==> src/rtl/fg_prog_sequencer.sv <==
// Floating-gate programming sequencer: routes one cell, optionally pulses injection, then times
// readout to threshold. One command per transaction; routing is held from ROUTE through MEAS.
module fg_prog_sequencer #(
  parameter int ISL_BITS = 1,
  parameter int ROW_BITS = 2,
  parameter int COL_BITS = 3,
  parameter int PULSE_W  = 16,
  parameter int SETTLE_W = 8,
  parameter int MEAS_W   = 16
) (
  input  logic                     clk,
  input  logic                     rst_n,
  input  logic                     cmd_valid,
  output logic                     cmd_ready,
  input  logic [ISL_BITS-1:0]      cmd_island,
  input  logic [ROW_BITS-1:0]      cmd_row,
  input  logic [COL_BITS-1:0]      cmd_col,
  input  logic                     cmd_op,
  input  logic [PULSE_W-1:0]       cmd_pulse,
  input  logic [SETTLE_W-1:0]      cmd_settle,
  output logic                     rsp_valid,
  input  logic                     rsp_ready,
  output logic [MEAS_W-1:0]        rsp_count,
  output logic                     rsp_timeout,
  output logic [(2**ISL_BITS)-1:0] island_en,
  output logic [ROW_BITS-1:0]      dec_v_addr,
  output logic [COL_BITS-1:0]      dec_h_addr,
  output logic                     gate_mux_en,
  output logic                     drain_sel_en,
  output logic                     prog_sw_en,
  output logic                     vinj_pulse,
  output logic                     meas_en,
  input  logic                     comp_in
);
  localparam int ISL_N = 2**ISL_BITS;

  typedef enum logic [2:0] {
    S_IDLE, S_ROUTE, S_PULSE, S_SWAP, S_MEAS, S_RELEASE, S_RESP
  } state_t;

  state_t                state;
  logic                  comp_meta, comp_s;
  logic                  op_q;
  logic                  tout_q;
  logic [PULSE_W-1:0]    pulse_cnt;
  logic [SETTLE_W-1:0]   settle_q, settle_cnt;
  logic [MEAS_W-1:0]     meas_cnt;
  logic [ISL_N-1:0]      isl_onehot;

  always_comb begin
    isl_onehot = '0;
    isl_onehot[cmd_island] = 1'b1;
  end

  always_ff @(posedge clk or negedge rst_n) begin
    if (!rst_n) begin
      comp_meta <= 1'b0;
      comp_s    <= 1'b0;
    end else begin
      comp_meta <= comp_in;
      comp_s    <= comp_meta;
    end
  end

  always_ff @(posedge clk or negedge rst_n) begin
    if (!rst_n) begin
      state        <= S_IDLE;
      cmd_ready    <= 1'b0;
      rsp_valid    <= 1'b0;
      rsp_count    <= '0;
      rsp_timeout  <= 1'b0;
      island_en    <= '0;
      dec_v_addr   <= '0;
      dec_h_addr   <= '0;
      gate_mux_en  <= 1'b0;
      drain_sel_en <= 1'b0;
      prog_sw_en   <= 1'b0;
      vinj_pulse   <= 1'b0;
      meas_en      <= 1'b0;
      op_q         <= 1'b0;
      tout_q       <= 1'b0;
      pulse_cnt    <= '0;
      settle_q     <= '0;
      settle_cnt   <= '0;
      meas_cnt     <= '0;
    end else begin
      case (state)
        S_IDLE: begin
          cmd_ready <= 1'b1;
          if (cmd_valid && cmd_ready) begin
            cmd_ready    <= 1'b0;
            op_q         <= cmd_op;
            pulse_cnt    <= cmd_pulse;
            settle_q     <= cmd_settle;
            settle_cnt   <= cmd_settle;
            island_en    <= isl_onehot;
            dec_v_addr   <= cmd_row;
            dec_h_addr   <= cmd_col;
            gate_mux_en  <= 1'b1;
            drain_sel_en <= 1'b1;
            prog_sw_en   <= cmd_op;
            state        <= S_ROUTE;
          end
        end
        S_ROUTE: begin
          if (settle_cnt != '0) begin
            settle_cnt <= settle_cnt - SETTLE_W'(1);
          end else if (op_q && (pulse_cnt != '0)) begin
            vinj_pulse <= 1'b1;
            state      <= S_PULSE;
          end else begin
            prog_sw_en <= 1'b0;
            settle_cnt <= settle_q;
            state      <= S_SWAP;
          end
        end
        S_PULSE: begin
          // pulse_cnt holds the cycles still owed including the current one
          if (pulse_cnt != PULSE_W'(1)) begin
            pulse_cnt <= pulse_cnt - PULSE_W'(1);
          end else begin
            vinj_pulse <= 1'b0;
            prog_sw_en <= 1'b0;
            settle_cnt <= settle_q;
            state      <= S_SWAP;
          end
        end
        S_SWAP: begin
          if (settle_cnt != '0) begin
            settle_cnt <= settle_cnt - SETTLE_W'(1);
          end else begin
            meas_en  <= 1'b1;
            meas_cnt <= '0;
            state    <= S_MEAS;
          end
        end
        S_MEAS: begin
          if (comp_s || (&meas_cnt)) begin
            tout_q       <= ~comp_s;
            meas_en      <= 1'b0;
            island_en    <= '0;
            dec_v_addr   <= '0;
            dec_h_addr   <= '0;
            gate_mux_en  <= 1'b0;
            drain_sel_en <= 1'b0;
            state        <= S_RELEASE;
          end else begin
            meas_cnt <= meas_cnt + MEAS_W'(1);
          end
        end
        S_RELEASE: begin
          rsp_count   <= meas_cnt;
          rsp_timeout <= tout_q;
          rsp_valid   <= 1'b1;
          state       <= S_RESP;
        end
        S_RESP: begin
          if (rsp_ready) begin
            rsp_valid <= 1'b0;
            state     <= S_IDLE;
          end
        end
        default: state <= S_IDLE;
      endcase
    end
  end
endmodule

==> config.mk <==
export PLATFORM = sky130hd
export DESIGN_NAME = fg_prog_sequencer
export DESIGN_NICKNAME = d
export VERILOG_FILES = /design/src/rtl/fg_prog_sequencer.sv
export SDC_FILE = /design/constraint.sdc
export NUM_CORES = 1
export LEC_CHECK = 0
export CAP_MARGIN = 20
export CORE_UTILIZATION = 49
export CTS_CLUSTER_SIZE = 28
export DETAILED_ROUTE_END_ITERATION = 8
export HOLD_SLACK_MARGIN = 0.08
export PLACE_DENSITY_LB_ADDON = 0.12
export SYNTH_ARGS = -nofsm -noshare
export SYNTH_HDL_FRONTEND = slang
export SYNTH_SLANG_ARGS = --single-unit
==> constraint.sdc <==
create_clock -name clk -period 2.35 [get_ports clk]
set_input_delay 0.3525 -clock clk [delete_from_list [all_inputs] [get_ports clk]]
set_output_delay 0.3525 -clock clk [all_outputs]
set_load 0.02 [all_outputs]
==> qor.csv, run 1 <==
metric,value,unit
worst path cell trace,or4_4 > or4_4 > a311oi_4 > or3_4 > a211oi_1 > a21oi_1,
Period minus WS final,2.29,ns
# clock sinks,85,
endpoints failing setup,0,
# IOs,67,
Lkg Pwr,2.35,nW
Post-Syn Area,4250,um2
Clock Tree Buf Depth,2,
Vias/cell,5.71,
library cells used by synthesis,57,
Fillers,682,
RR Endpoint,settle_cnt[0]$_DFFE_PN0P_,
Reg2Reg Launch Point,settle_cnt[5]$_DFFE_PN0P_,
Die Ht,95.1,um
# diodes,0,
row count,33,
final RePlAce weighted congestion,0.875,
Post-Synth Adder-Cell Area,1.47,%
CTS H-tree lvls,3,
CTS Buf Count,9,
grt ovf,0,
part of the cycle the worst path needs,97.6,%
register area share after synthesis,50.1,%
largest family of logic cells by synthesized area,simple AND/OR/NAND/NOR gates,
wire length per cell,16.3,um
gr usage total,24.4,%
TritonCTS clock tree,built,
peak supply drop,0.000658,V
Setup TNS,0,ns
first-pass GRT wire length,16900,um
syn avg cell area,9.43,um2
classification of the worst setup path,reg -> reg,
DP Cell Count,621,
multiplexer share of the synthesized area,3.92,%
largest net degree at the start of global routing,44,
most frequent CP cell,or4_4,
Hold Crit Class,reg -> reg,
Gate power share,40.9,%
clk_lat worst skew,0.37,ns
Post-route DRC,0,
post-synthesis cell count,450,
drt first pass iters,4,
Critical Path Start Type,register,
core area,8300,um2
CP top delay family,simple AND/OR/NAND/NOR gates,
post-synthesis compound-gate area fraction,17.6,%
area of the multi-input gates,2020,um2
Worst-path clk slew,0.09,ns
Worst Setup EP,settle_cnt[0]$_DFFE_PN0P_,
Slowest cell on crit path,or4_4,
Worst Path Required,2.64,ns
Post-synth EDFFs,0,
Worst Path Arrival,2.58,ns
Synth Flop Type,dfrtp_1,
fin nets,572,
max frequency,436,MHz
port buffer count,66,
XOR/XNOR Fraction of Synth Area,2.27,%
sequential power share,39.1,%
die area,9040,um2
Internal Power,3.55,mW
initial antenna violation count,0,
Yosys top cell area share,50.1,%
Switching Share,38.7,%
share of cells above drive strength 1,13.5,%
synthesis-to-finish area growth,27.9,%
HPWL Detailed,7290,um
status,"complete, no violations",
synthesis-stage register bit count,85,
simple-gate share of the synthesized area,21.0,%
power density cells,1070,nW/um2
commonest cells in the netlist,"dfrtp_1, nand2_1, nor2_1",
via count of the routed design,3654,
relative slew slack,57.5,%
Die X-Extent,95.1,um
Max Slew Vio Count,0,
Synth Warn #,0,
Area contributors post-synth,"dfrtp_1, nand2_1, o21ai_0",
Clock power frac,20.0,%
crit path from,settle_cnt[5]$_DFFE_PN0P_,
"Async S/R FF share, synth",100,%
initial DRC count,189,
clk root buf,clkbuf_8,
CP max FO,7,
post-route ant nets,0,
Worst-Margin Slew,0.637,ns
cell with the most instances after synthesis,dfrtp_1,
Initial Util,51.2,%
final WL,10500,um
Reg area,2130,um2
Crit path buffers/inverters,0,
number of global-route vias before repair,3472,
Stages on worst setup path,6,
max incr delay on CP,0.56,ns
Worst R2R Path Depth,6,
switching power,2.24,mW
net count after synthesis,491,
Pwr Total,5.79,mW
Worst Skew,0.0157,ns
Worst setup EP type,register,
Final Hold Vio Count,0,
R2R Setup Slk,0.06,ns
Max-cap violations,0,
leading area contributor after synthesis,dfrtp_1,
final std cells w/o fill,640,
[final cells by class]
| class | instances | share of cell area, % |
|---|---|---|
| tap | 105 | 2.42 |
| timing repair buffer | 91 | 16.3 |
| multi-input combinational | 328 | 37.1 |
| clock buffer | 10 | 2.35 |
| clock inverter | 5 | 1.52 |
| inverter | 16 | 1.11 |
| sequential | 85 | 39.2 |
[through the flow]
| step | hold WS (ns) | setup WS [ns] | utilization [%] | instance area, um2 |
|---|---|---|---|---|
| floorplan | 0.0569 | 0.115 | - | 4250 |
| global placement | 0.332 | 0.0750 | 61.9 | 5140 |
| detailed placement | 0.340 | -0.0180 | 61.9 | 5140 |
| CTS | 0.362 | 0.00143 | 64.9 | 5390 |
| global route | 0.370 | -0.0397 | 65.4 | 5430 |
| finish | 0.361 | 0.0573 | 65.4 | 5430 |
[cells in the final DEF (no fill, tap or decap), drive strengths merged, types with 3 or more instances in the layout]
| cell type | count |
|---|---|
| nor4 | 6 |
| dfrtp | 85 |
| a221oi | 5 |
| nand3 | 6 |
| o211ai | 3 |
| nand2b | 4 |
| nor2b | 3 |
| or3 | 5 |
| clkbuf | 10 |
| nand2 | 53 |
| ha | 5 |
| a21oi | 29 |
| xnor2 | 10 |
| o22ai | 3 |
| buf | 25 |
| a22o | 6 |
| nor2 | 50 |
| o21ai | 48 |
| o2bb2ai | 5 |
| or2 | 4 |
| and3 | 3 |
| or4 | 3 |
| clkdlybuf4s50 | 65 |
| and4 | 3 |
| nor3 | 15 |
| nand4 | 7 |
| inv | 18 |
| mux2 | 13 |
| nor3b | 5 |
| a22oi | 8 |
| nand3b | 3 |
[power groups by stage]
stage	registers (mW)	logic, mW	clock network [mW]
2_1_floorplan	2.30	1.37	0
6_report	2.27	2.37	1.16
5_1_grt	2.31	2.60	1.23
3_5_place_dp	2.27	2.27	0
4_1_cts	2.24	2.32	1.18
3_3_place_gp	2.26	2.22	0
[worst min path at each step]
stage                              from                     to  slack, ns  cells after the start
finish              comp_meta$_DFF_PN0_       comp_s$_DFF_PN0_       0.36                      0
global route        comp_meta$_DFF_PN0_       comp_s$_DFF_PN0_       0.37                      0
CTS                 comp_meta$_DFF_PN0_       comp_s$_DFF_PN0_       0.36                      0
detailed placement  comp_meta$_DFF_PN0_       comp_s$_DFF_PN0_       0.34                      0
global placement    comp_meta$_DFF_PN0_       comp_s$_DFF_PN0_       0.33                      0
floorplan                         rst_n  cmd_ready$_DFFE_PN0P_       0.06                      0
[routing by layer]
| metal | part of all wire, % | track usage, % |
|---|---|---|
| met5 | 0 | 0 |
| met4 | 1.4 | 8.21 |
| met3 | 5.2 | 4.70 |
| met2 | 46 | 38.5 |
| met1 | 47 | 33.8 |
[what timing repair did]
item,4_1_cts,5_1_grt
gates cloned,1,0
buffers inserted,1,1
gates resized for setup,2,8
pin swaps,2,4
hold buffers,1,0
hold endpoints to repair,42,0
endpoints found under the setup margin,5,23
[sequential cells by signal, indices dropped and copies added (netlist names), 2 cells and up]
register / count
dec_v_addr: 2
island_en: 2
rsp_count: 16
meas_cnt: 16
dec_h_addr: 3
settle_cnt: 8
settle_q: 8
state: 3
pulse_cnt: 16
[cell families after synthesis]
| kind of cell | after synthesis |
|---|---|
| DFF | 85 |
| adders and majority gates | 5 |
| xor gates and xnor gates | 11 |
| and+or+nand+nor | 175 |
| buffers and inverters | 38 |
| AOI/OAI and AO/OA | 121 |
| muxes | 15 |
Power figures use the tool's default switching activity.
==> inputs of run 2 (changes only) <==
SETUP_SLACK_MARGIN = 0.05   (was unset)
==> qor.csv, run 2 (synthesis gave the netlist of run 1 again) <==
metric,value,unit,change
status,"complete, no violations",,unchanged
wire length per cell,16.6,um,was 16.3 um
final std cells w/o fill,644,,was 640
initial antenna violation count,0,,unchanged
DP Cell Count,621,,unchanged
Worst-Margin Slew,0.561,ns,was 0.637 ns
drt first pass iters,5,,was 4
pre-CTS setup slack,-0.0180,ns,unchanged
Reg2Reg Launch Point,settle_cnt[5]$_DFFE_PN0P_,,unchanged
initial DRC count,194,,was 189
R2R Setup Slk,0.06,ns,about the same
largest net degree at the start of global routing,44,,unchanged
post-route ant nets,0,,unchanged
Period minus WS final,2.29,ns,about the same
largest registers,"meas_cnt: 16 flops, pulse_cnt: 16 flops, rsp_count: 16 flops",,unchanged
Clock Tree Buf Depth,2,,unchanged
"commonest non-fill, non-tap cell in the layout",dfrtp_1,,unchanged
area of the multi-input gates,2050,um2,was 2020 um2
final RePlAce weighted congestion,0.875,,unchanged
part of the cycle the worst path needs,97.3,%,was 97.6%
DR top layer,met4,,unchanged
Worst Skew,0.0144,ns,was 0.0157 ns
Hold Crit Class,reg -> reg,,unchanged
row count,33,,unchanged
max frequency,437,MHz,was 436 MHz
number of global-route vias before repair,3473,,"was 3,472"
Max Slew Vio Count,0,,unchanged
clk_lat worst skew,0.36,ns,was 0.37 ns
Worst Path Arrival,2.57,ns,was 2.58 ns
port buffer count,66,,unchanged
via count of the routed design,3704,,"was 3,654"
met2 WL,4970,um,was 4820 um
cell area after layout,5520,um2,was 5430 um2
Worst R2R Path Depth,6,,unchanged
endpoints failing setup,0,,unchanged
synthesis-to-finish area growth,29.9,%,was 27.9%
Initial Util,51.2,%,unchanged
Worst Path Required,2.64,ns,about the same
Final Hold Vio Count,0,,unchanged
# IOs,67,,unchanged
fin nets,576,,was 572
Die X-Extent,95.1,um,unchanged
Setup WS post-layout,0.0638,ns,was 0.0573 ns
routed wl met3,667,um,was 548 um
CP max FO,7,,unchanged
met1 WL,4920,um,was 4940 um
die area,9040,um2,unchanged
clk root buf,clkbuf_8,,unchanged
RSZ-0062 raised after global routing,true,,
# diodes,0,,unchanged
classification of the worst setup path,reg -> reg,,unchanged
TritonCTS clock tree,built,,unchanged
CTS H-tree lvls,3,,unchanged
HPWL Detailed,7290,um,unchanged
Vias/cell,5.75,,was 5.71
crit path from,settle_cnt[5]$_DFFE_PN0P_,,unchanged
final WL,10700,um,"was 10,500 um"
grt ovf,0,,unchanged
placed inst area,5140,um2,unchanged
share of cells above drive strength 1,15.0,%,was 13.5%
RR Endpoint,settle_cnt[0]$_DFFE_PN0P_,,unchanged
Fillers,671,,was 682
Reg area,2130,um2,unchanged
CTS Buf Count,9,,unchanged
Worst Setup EP,settle_cnt[0]$_DFFE_PN0P_,,unchanged
core area,8300,um2,unchanged
peak supply drop,0.000658,V,about the same
Max-cap violations,0,,unchanged
Critical Path Start Type,register,,unchanged
first-pass GRT wire length,16900,um,unchanged
Worst-path clk slew,0.09,ns,about the same
relative slew slack,62.6,%,was 57.5%
# clock sinks,85,,unchanged
Post-route DRC,0,,unchanged
Worst setup EP type,register,,unchanged
power density cells,1070,nW/um2,about the same
Lkg Pwr,2.38,nW,was 2.35 nW
gr usage total,24.5,%,was 24.4%
Die Ht,95.1,um,unchanged
"commonest cells after routing, fill and taps aside","dfrtp_1, clkdlybuf4s50_1, nand2_1, nor2_1, o21ai_0",,unchanged
run 2: area by class of cell:
class | instances | area share, %
Sequential cell | 85 | 38.6
Multi-Input combinational cell | 328 | 37.2
Timing Repair Buffer | 95 | 17.0
Tap cell | 105 | 2.38
Clock buffer | 10 | 2.31
Clock inverter | 5 | 1.50
Inverter | 16 | 1.09
run 2: layer usage:
metal  vias up  track usage (%)
li1       1771                -
met1      1788             33.9
met2       134             38.5
met3        11             4.70
met4         0             8.21
met5         -                0
run 2: metrics by stage:
stage,total power [mW],util [%],setup TNS [ns],hold slack (ns)
2_1_floorplan,3.67,-,0,0.0569
3_3_place_gp,4.48,61.9,0,0.332
3_5_place_dp,4.53,61.9,-0.0180,0.340
4_1_cts,5.74,64.9,0,0.362
5_1_grt,6.26,66.5,0,0.370
6_report,5.92,66.5,0,0.361
run 2: power by group:
group / internal [mW] / switching (mW) / total (mW)
registers: 1.88 / 0.391 / 2.27
clock network: 0.600 / 0.556 / 1.16
logic: 1.15 / 1.35 / 2.50
run 2: how the worst min path moves through the flow:
| stage | end | from | cells past startpoint |
|---|---|---|---|
| floorplan | cmd_ready$_DFFE_PN0P_ | rst_n | 0 |
| global placement | comp_s$_DFF_PN0_ | comp_meta$_DFF_PN0_ | 0 |
| detailed placement | comp_s$_DFF_PN0_ | comp_meta$_DFF_PN0_ | 0 |
| CTS | comp_s$_DFF_PN0_ | comp_meta$_DFF_PN0_ | 0 |
| global route | comp_s$_DFF_PN0_ | comp_meta$_DFF_PN0_ | 0 |
| finish | comp_s$_DFF_PN0_ | comp_meta$_DFF_PN0_ | 0 |
run 2: critical path: stages (launching register included):
cell and delay, ns:
dfrtp_1 0.43, or4_4 0.56, or4_4 0.50, a311oi_4 0.30, or3_4 0.22, a211oi_1 0.05
a21oi_1 0.15
run 2: timing repair:
item / 4_1_cts / 5_1_grt
endpoints found under the setup margin: 8 / 28
buffers inserted: 1 / 4
gates resized for setup: 3 / 16
pin swaps: 3 / 5
hold buffers: 1 / 0
hold endpoints to repair: 42 / 0
cloned: 1 / 1
==> inputs of run 3 (changes only) <==
CTS_CLUSTER_SIZE = unset   (was 28)
==> results of run 3 <==
Same layout as run 2: the final DEF is identical, and so are final timing and power.
